--- src/rtl/mem_stage.sv ---
// MEM pipeline stage: registers EX->MEM, aligns SRAM load data, drives MEM->WB and MEM->ID buses.
// Optional misaligned-access detection is compiled in with `define MEM_ALIGN_CHECK_EN.

package mem_stage_pkg;

  localparam int unsigned StallBus        = 6;
  localparam int unsigned ExToMemWd       = 76;
  localparam int unsigned LoadSramDataWd  = 5;
  localparam int unsigned StoreSramDataWd = 3;
  localparam int unsigned MemToWbWd       = 70;
  localparam int unsigned MemToIdWd       = 38;
  localparam int unsigned DataWd          = 32;
  localparam int unsigned RegAddrWd       = 5;

  typedef struct packed {
    logic [DataWd-1:0]    pc;
    logic                 data_ram_en;
    logic [3:0]           data_ram_wen;
    logic                 sel_rf_res;
    logic                 rf_we;
    logic [RegAddrWd-1:0] rf_waddr;
    logic [DataWd-1:0]    ex_result;
  } ex_to_mem_t;

  typedef struct packed {
    logic lb;
    logic lh;
    logic lw;
    logic lbu;
    logic lhu;
  } load_t;

  typedef struct packed {
    logic sb;
    logic sh;
    logic sw;
  } store_t;

  typedef struct packed {
    logic [DataWd-1:0]    pc;
    logic                 rf_we;
    logic [RegAddrWd-1:0] rf_waddr;
    logic [DataWd-1:0]    rf_wdata;
  } mem_to_wb_t;

  typedef struct packed {
    logic                 rf_we;
    logic [RegAddrWd-1:0] rf_waddr;
    logic [DataWd-1:0]    rf_wdata;
  } mem_to_id_t;

endpackage

module mem_stage
  import mem_stage_pkg::*;
(
  input  logic                       clk,
  input  logic                       rst,
  input  logic [StallBus-1:0]        stall,
  input  logic [ExToMemWd-1:0]       ex_to_mem_bus,
  input  logic [LoadSramDataWd-1:0]  load_sram_ex_data,
  input  logic [StoreSramDataWd-1:0] store_sram_ex_data,
  input  logic [DataWd-1:0]          data_sram_rdata,
  output logic [MemToWbWd-1:0]       mem_to_wb_bus,
  output logic [MemToIdWd-1:0]       mem_to_id_bus,
  output logic                       addr_err
);

  localparam int unsigned SelfStallBit = 3;
  localparam int unsigned NextStallBit = 4;

  typedef enum logic {
    LIVE = 1'b0,
    HELD = 1'b1
  } hold_state_e;

  ex_to_mem_t  ex_bus_q, ex_bus_d;
  load_t       load_q, load_d;
  store_t      store_q, store_d;
  hold_state_e state_q, state_d;
  logic [DataWd-1:0] rdata_hold_q, rdata_hold_d;

  logic advance;
  logic bubble;
  logic held;
  logic hold_valid;
  logic [DataWd-1:0] rdata_eff;
  logic [1:0]        off;
  logic [7:0]        byte_sel;
  logic [15:0]       half_sel;
  logic [DataWd-1:0] load_data;
  logic [DataWd-1:0] rf_wdata;
  logic              rf_we_out;
  mem_to_wb_t        wb_bus;
  mem_to_id_t        id_bus;

  assign advance = ~stall[SelfStallBit];
  assign bubble  = stall[SelfStallBit] & ~stall[NextStallBit];
  assign held    = stall[SelfStallBit] & stall[NextStallBit];

  // Pipeline register next-state: capture, bubble, or hold
  always_comb begin
    ex_bus_d = ex_bus_q;
    load_d   = load_q;
    store_d  = store_q;
    if (advance) begin
      ex_bus_d = ex_to_mem_t'(ex_to_mem_bus);
      load_d   = load_t'(load_sram_ex_data);
      store_d  = store_t'(store_sram_ex_data);
    end else if (bubble) begin
      ex_bus_d = '0;
      load_d   = '0;
      store_d  = '0;
    end
  end

  // Read-data hold FSM: freeze SRAM data while the stage is stalled in place
  always_comb begin
    state_d      = state_q;
    rdata_hold_d = rdata_hold_q;
    case (state_q)
      LIVE: begin
        if (held) begin
          state_d      = HELD;
          rdata_hold_d = data_sram_rdata;
        end
      end
      HELD: begin
        if (!held) begin
          state_d = LIVE;
        end
      end
      default: state_d = LIVE;
    endcase
  end

  always_ff @(posedge clk or posedge rst) begin
    if (rst) begin
      ex_bus_q     <= '0;
      load_q       <= '0;
      store_q      <= '0;
      state_q      <= LIVE;
      rdata_hold_q <= '0;
    end else begin
      ex_bus_q     <= ex_bus_d;
      load_q       <= load_d;
      store_q      <= store_d;
      state_q      <= state_d;
      rdata_hold_q <= rdata_hold_d;
    end
  end

  assign hold_valid = (state_q == HELD);
  assign rdata_eff  = hold_valid ? rdata_hold_q : data_sram_rdata;

  assign off      = ex_bus_q.ex_result[1:0];
  assign byte_sel = 8'(rdata_eff >> {off, 3'b000});
  assign half_sel = off[1] ? rdata_eff[31:16] : rdata_eff[15:0];

  // Load extraction; decode guarantees at most one load qualifier
  always_comb begin
    load_data = '0;
    if (load_q.lb) begin
      load_data = {{24{byte_sel[7]}}, byte_sel};
    end else if (load_q.lbu) begin
      load_data = {24'b0, byte_sel};
    end else if (load_q.lh) begin
      load_data = {{16{half_sel[15]}}, half_sel};
    end else if (load_q.lhu) begin
      load_data = {16'b0, half_sel};
    end else if (load_q.lw) begin
      load_data = rdata_eff;
    end
  end

  assign rf_wdata = ex_bus_q.sel_rf_res ? load_data : ex_bus_q.ex_result;

`ifdef MEM_ALIGN_CHECK_EN
  assign addr_err = ((load_q.lh | load_q.lhu | store_q.sh) & off[0]) |
                    ((load_q.lw | store_q.sw) & (off != 2'b00));
`else
  assign addr_err = 1'b0;
`endif

  // A faulting access must not commit to the register file
  assign rf_we_out = ex_bus_q.rf_we & ~addr_err;

  always_comb begin
    wb_bus          = '0;
    wb_bus.pc       = ex_bus_q.pc;
    wb_bus.rf_we    = rf_we_out;
    wb_bus.rf_waddr = ex_bus_q.rf_waddr;
    wb_bus.rf_wdata = rf_wdata;
    id_bus          = '0;
    id_bus.rf_we    = rf_we_out;
    id_bus.rf_waddr = ex_bus_q.rf_waddr;
    id_bus.rf_wdata = rf_wdata;
  end

  assign mem_to_wb_bus = MemToWbWd'(wb_bus);
  assign mem_to_id_bus = MemToIdWd'(id_bus);

  // Fields carried on the bus but not consumed by this stage
  logic unused_ok;
  assign unused_ok = ^{stall[5], stall[2:0], ex_bus_q.data_ram_en,
                       ex_bus_q.data_ram_wen, store_q};

endmodule

--- config.mk ---
export PLATFORM = sky130hd
export DESIGN_NAME = mem_stage
export DESIGN_NICKNAME = d
export VERILOG_FILES = /design/src/rtl/mem_stage.sv
export SDC_FILE = /design/constraint.sdc
export NUM_CORES = 1
export LEC_CHECK = 0
export BUFFER_PORTS_ARGS = -buffer_cell sky130_fd_sc_hd__buf_4
export CAP_MARGIN = 30
export CORE_MARGIN = 2
export CORE_UTILIZATION = 47
export CTS_CLUSTER_SIZE = 12
export DETAILED_ROUTE_END_ITERATION = 16
export PLACE_DENSITY = 0.88
export SETUP_SLACK_MARGIN = 0.2
export SYNTH_ARGS = -nofsm -noshare
export SYNTH_HDL_FRONTEND = slang
export SYNTH_SLANG_ARGS = --single-unit
--- constraint.sdc ---
create_clock -name clk -period 4.3 [get_ports clk]
set_input_delay 0.215 -clock clk [delete_from_list [all_inputs] [get_ports clk]]
set_output_delay 0.215 -clock clk [all_outputs]
set_load 0.01 [all_outputs]
==> reports/results.ini, run 1 <==
[run_status]
status=complete, no violations

[die]
design.die.area_um2=14800
die_h_um=122
start_util_pct=47.6
core_area_um2=13700
ios=233
die_w_um=122
rows=43

[synthesis]
synth_simple_gate_area_share_pct=10.2
postSynthCellCount=691
syn_nets=815
synth_mux_area_share_pct=17.9
ys_seq_area_share_pct=41.8
synth_fa_ha_area_share_pct=0
synth-compound-area-share_pct=12.8
yosys.cell_types.count=34
ys_async_sr_fraction_pct=100
yosysTopAreaCellShare_pct=41.8
synthTopCellsByArea=dfrtp_1, buf_4, mux2_2
synth_top_area_cell=dfrtp_1
synth_commonest_cells=dfrtp_1, o21ai_0, inv_1
ys.flop_type=dfrtp_1
syn_avg_cell_area_um2=9.45
syn_area_um2=6530
synth.most_common_cell=dfrtp_1
synth-xor-area-share_pct=0
synth_top_family_by_area=multiplexers
synth-edff-count=0
ys_ff_latch=109
ys_warn_count=0

[clock_network]
cts_buffer_depth=2
clkSlewWorstSetupHoldPaths_ns=0.07
cts_max_level=3
post_cts_buffers=0
cts_sinks=109
cts_root_buf=clkbuf_16
cts_buffers=9
clkLatencyLatePin_ns=0.35
cts_tree=built

[timing]
finClkSkew_ns=0.00388
fin_crit_sh_pct=69.9
final_max_slew_viol_count=0
timing.fmax_mhz=333
setup-violations-final=0
worst_slew_pin_slew_ns=0.972
relSlewSlack_pct=35.0
tns_ns=0
grt_setup_unrepaired=no
fin_crit_ns=3.00
hold_viol_final=0

[placement]
place_area_um2=7630
dp_cells=969
gp_congestion=0.861
io_buffers=219
dp_hpwl_um=12500

[hold_path]
hp-class=input port to register

[routing]
detail_route.vias_per_cell=5.32
routed_wl_um=17100
post-route-drc-count=0
vias=5245
drt_iter0_drc=396
wire_per_inst_um=17.4
drtPass1Iterations=5
antenna_left=0

[global_route]
grt_max_degree=105
grt_pass1_wl_um=26500
gr-usage-all-layers_pct=23.2
grt_pass1_vias=5234
grt-ovfl-total=0
antenna_found_initial=0

[finish]
layout.nets=925
layout-drive-gt1-share_pct=37.7
antenna_cells=0
area_delta_synth_final_pct=21.4
fin_area_um2=7920
finalNonFillerCells=986

[setup_path]
path_max_fanout=17
cp_data_required_time_ns=4.09
r2r-end=rdata_hold_q[27]$_DFFE_PP0P_
crit-reg2reg-launch=hold_valid$_DFF_PP0_
cp-startpoint=load_q[0]$_DFFE_PP0P_
path_class=register to primary output
rrSetupSlack_ns=2.32
critPathArrivalTime_ns=2.79
worstSetupEndpointType=primary output
endpoint=mem_to_id_bus[1]
start_kind=register
reg2reg_depth=3

[pwr]
peakVddDrop_mv=0.159
power_density_nw_per_um2=345
p_leak_nw=3.89

[flow_run]
drv_cap=0

==> registers in the layout, summed over array words and instances (netlist names) <==
signal / count
ex_bus_q: 33
hold_valid: 1
load_q: 5
mem_to_id_bus: 5
mem_to_wb_bus: 32
rdata_hold_q: 32
rf_we_out: 1
==> placed cells by master (no fill, tap or decap), types with 2 or more instances in the layout <==
cell,synthesis,routed
a21oi_1,20,20
mux4_2,16,16
a31oi_1,4,4
nand2_1,24,24
a211oi_1,6,6
clkinv_2,0,3
o22ai_1,2,2
o22a_1,4,4
nor2b_1,16,16
mux2_2,42,42
a22oi_1,3,3
o21ai_0,94,94
nand2b_1,3,3
mux2_1,6,6
inv_1,81,80
o21a_1,2,2
buf_4,80,226
mux2i_1,27,27
nand3_1,75,75
nor2_1,13,13
clkbuf_16,0,9
o221ai_1,3,3
dfrtp_1,109,108
clkbuf_8,0,2
a221oi_1,6,6
==> worst max-delay path, stage by stage (launching register included) <==
cell and delay, ns:
dfrtp_1 0.41, nand2b_1 0.37, nor2_1 0.84, a221oi_1 0.23
a211oi_1 0.39, buf_4 0.19
==> final cells by class <==
cell class,instances,area (µm²)
clock buffers,12,256
well taps,180,225
repair buffers,227,1710
multi-input cells,373,2680
clock inverters,4,22.5
fillers,1227,5800
flip-flops and latches,109,2730
inverters,81,307
==> logic make-up (layout without fill, tap and decap cells) <==
group | after synthesis | after routing
AOI/OAI and AO/OA | 147 | 147
DFF | 109 | 109
buffers and inverters | 209 | 324
and+or+nand+nor | 134 | 134
other | 1 | 1
muxes | 91 | 91
==> what timing repair did <==
item                      CTS  global route
hold endpoints to repair   18             0
resized for setup           0             0
hold buffers                1             0
==> stage by stage <==
stage	hold WS, ns	setup WS [ns]	power [mW]	util (%)
6_report	0.0968	1.30	2.73	57.7
5_1_grt	0.0954	1.10	2.86	57.7
4_1_cts	0.0855	1.30	2.76	57.7
3_5_place_dp	0.173	1.69	1.95	55.6
3_3_place_gp	0.169	1.70	1.93	55.6
2_1_floorplan	0.345	1.21	1.70	-
==> report_power, final <==
group | leakage [nW] | total, mW | internal [mW] | switching, mW
registers | 1.35 | 1.22 | 1.13 | 0.0902
logic | 2.40 | 0.714 | 0.367 | 0.346
clock network | 0.138 | 0.798 | 0.422 | 0.375
==> how the worst min path moves through the flow <==
stage / slack [ns] / depth (start not counted) / to / from
2_1_floorplan: 0.35 / 2 / ex_bus_q[0]$_DFFE_PP0P_ / ex_to_mem_bus[0]
3_3_place_gp: 0.17 / 2 / mem_to_wb_bus[51]$_DFFE_PP0P_ / rst
3_5_place_dp: 0.17 / 2 / mem_to_wb_bus[51]$_DFFE_PP0P_ / rst
4_1_cts: 0.09 / 3 / mem_to_wb_bus[55]$_DFFE_PP0P_ / ex_to_mem_bus[61]
5_1_grt: 0.1 / 3 / ex_bus_q[24]$_DFFE_PP0P_ / ex_to_mem_bus[24]
6_report: 0.1 / 3 / mem_to_wb_bus[55]$_DFFE_PP0P_ / ex_to_mem_bus[61]
==> per-layer routing <==
metal	part of all wire (%)	track usage, %	up-vias
li1	-	-	2492
met1	40	28.3	2494
met2	49	38.3	230
met3	9.1	7.35	29
met4	2.5	9.41	0
met5	0	0	-
Note: power is estimated with default switching activity, not from simulation.
==> run 2, diff against run 1 <==
Clock period 4.3 ns to 3 ns, I/O delays scaled along.
==> reports/results.ini, run 2 (synthesis results as in run 1) <==
[placement]
dp_hpwl_um=12700  ; was 12500 µm
gp_congestion=0.854  ; was 0.861
io_buffers=219  ; unchanged

[routing]
drtPass1Iterations=4  ; was 5
vias=5226  ; was 5245
post-route-drc-count=0  ; unchanged
antenna_left=0  ; unchanged
wire_per_inst_um=17.6  ; was 17.4 µm
detail_route.vias_per_cell=5.29  ; was 5.32
routed_wl_um=17400  ; was 17100 µm
drt_iter0_drc=361  ; was 396

[finish]
layout.nets=929  ; was 925
antenna_cells=0  ; unchanged
regMostFlops=ex_bus_q  ; unchanged
area_delta_synth_final_pct=21.7  ; was 21.4%
final_cell_mix=buf_4, dfrtp_1, o21ai_0  ; unchanged
multi_input_area_um2=2680  ; unchanged
layout-drive-gt1-share_pct=37.9  ; was 37.7%
final_common_cell=buf_4  ; unchanged
largest_reg_flops=33  ; unchanged
ff_latch_area_um2=2730  ; unchanged
fill_cells=1205  ; was 1227

[setup_path]
critPathArrivalTime_ns=2.52  ; was 2.79 ns
path_class=register to primary output  ; unchanged
endpoint=mem_to_id_bus[14]  ; was mem_to_id_bus[1]
crit_buf_inv=1  ; unchanged
r2r-end=rdata_hold_q[2]$_DFFE_PP0P_  ; was rdata_hold_q[27]$_DFFE_PP0P_
rrSetupSlack_ns=1.21  ; was 2.32 ns
worstSetupEndpointType=primary output  ; unchanged
cp_data_required_time_ns=2.85  ; was 4.09 ns
cp-startpoint=ex_bus_q[1]$_DFFE_PP0P_  ; was load_q[0]$_DFFE_PP0P_
crit-reg2reg-launch=hold_valid$_DFF_PP0_  ; unchanged
critPathMaxStageDelay_ns=0.54  ; was 0.84 ns
critPathSlowestCell=dfrtp_1  ; was nor2_1
reg2reg_depth=3  ; unchanged
start_kind=register  ; unchanged
path_max_fanout=19  ; was 17
cp_top_family=multiplexers  ; was simple AND/OR/NAND/NOR gates
crit_cells=5  ; unchanged
crit_chain=mux2_2 > mux4_2 > nand3_4 > o221ai_1 > buf_4  ; was nand2b_1 > nor2_1 > a221oi_1 > a211oi_1 > buf_4

[clock_network]
clkLatencyLatePin_ns=0.35  ; about the same
post_cts_buffers=0  ; unchanged
cts_buffer_depth=2  ; unchanged
cts_sinks=109  ; unchanged
cts_resized=0  ; unchanged
postCtsHoldBufs=0  ; was 1
clkSlewWorstSetupHoldPaths_ns=0.07  ; about the same
cts_max_level=3  ; unchanged
cts_buffers=9  ; unchanged
cts_root_buf=clkbuf_16  ; unchanged
cts_tree=built  ; unchanged

[timing]
setup-violations-final=0  ; unchanged
hold_viol_final=54  ; was 0
finClkSkew_ns=0.00664  ; was 0.00388 ns
grt_setup_unrepaired=no  ; unchanged
relSlewSlack_pct=38.2  ; was 35.0%
final_max_slew_viol_count=0  ; unchanged
timing.fmax_mhz=375
fin_crit_sh_pct=89.0
fin_hold_ws_ns=-0.0632  ; was 0.0968 ns
worst_slew_pin_slew_ns=0.927  ; was 0.972 ns
fin_crit_ns=2.67
tns_ns=0  ; unchanged

[run_status]
violations=negative hold slack
status=finished, violations left  ; was complete, no violations

[global_route]
grt_max_degree=111  ; was 105
grt-ovfl-total=0  ; unchanged
grt_pass1_vias=5264  ; was 5234
antenna_found_initial=0  ; unchanged
grt_pass1_wl_um=27200  ; was 26500 µm
gr-usage-all-layers_pct=23.9  ; was 23.2%

[die]
die_h_um=122  ; unchanged
core_area_um2=13700  ; unchanged
die_w_um=122  ; unchanged
start_util_pct=47.6  ; unchanged
ios=233  ; unchanged
design.die.area_um2=14800  ; unchanged
rows=43  ; unchanged

[flow_run]
drv_cap=0  ; unchanged

[pwr]
power_density_nw_per_um2=489  ; was 345 nW/µm²
p_leak_nw=3.89  ; about the same
peakVddDrop_mv=0.229  ; was 0.159 mV

[hold_path]
hp-class=input port to asynchronous set/reset pin  ; was input port to register

run 2: changes by cell type in the layout (fill, tap and decap cells not counted):
cell / delta
buf_12: +1
buf_4: +4
clkbuf_1: +1
clkbuf_8: -1
clkinv_2: -2
clkinvlp_4: +1
dlygate4sd3_1: -1
inv_4: -1
run 2: per-layer routing:
layer  global-route usage, %  up-vias  routed length, µm
met4                    9.70        0                474
met1                    29.3     2508               7070
met2                    39.7      194               8430
met5                       0        -                  0
li1                        -     2496                  -
met3                    6.84       28               1420
run 2: worst min path at each step:
stage	from	endpoint	slack (ns)
after floorplan	ex_to_mem_bus[0]	ex_bus_q[0]$_DFFE_PP0P_	0.28
after global placement	rst	rdata_hold_q[5]$_DFFE_PP0P_	0.38
after detailed placement	rst	rdata_hold_q[5]$_DFFE_PP0P_	0.38
after CTS	rst	rdata_hold_q[5]$_DFFE_PP0P_	0.006
after global routing	rst	rdata_hold_q[5]$_DFFE_PP0P_	0.03
final	rst	rdata_hold_q[5]$_DFFE_PP0P_	-0.06
run 2: per-stage QoR:
stage / worst slack (ns) / area [µm²] / util, % / power [mW] / instances
6_report: 0.331 / 7940 / 57.9 / 3.88 / 988
5_1_grt: 0.246 / 7940 / 57.9 / 4.08 / 988
4_1_cts: 0.331 / 7940 / 57.9 / 3.91 / 988
3_5_place_dp: 0.720 / 7680 / 56.0 / 2.81 / 974
3_3_place_gp: 0.748 / 7680 / 56.0 / 2.77 / 974
2_1_floorplan: 1.04 / 6530 / - / 2.43 / 691
run 2: cell type report:
cell class / count / share of cell area (%)
tap: 180 / 2.84
multi-input combinational: 373 / 33.7
inverter: 81 / 3.87
clock inverter: 2 / 0.158
timing repair buffer: 231 / 22.0
clock buffer: 12 / 3.10
sequential: 109 / 34.4
run 2: report_power, final:
group / total, mW / internal [mW] / switching (mW)
registers: 1.74 / 1.62 / 0.121
clock network: 1.10 / 0.577 / 0.522
logic: 1.04 / 0.532 / 0.511
total: 3.88 / 2.73 / 1.15
run 2: worst min-delay path: stages:
cell and delay [ns]:
buf_4 0.12, clkinvlp_4 0.07, buf_12 0.41
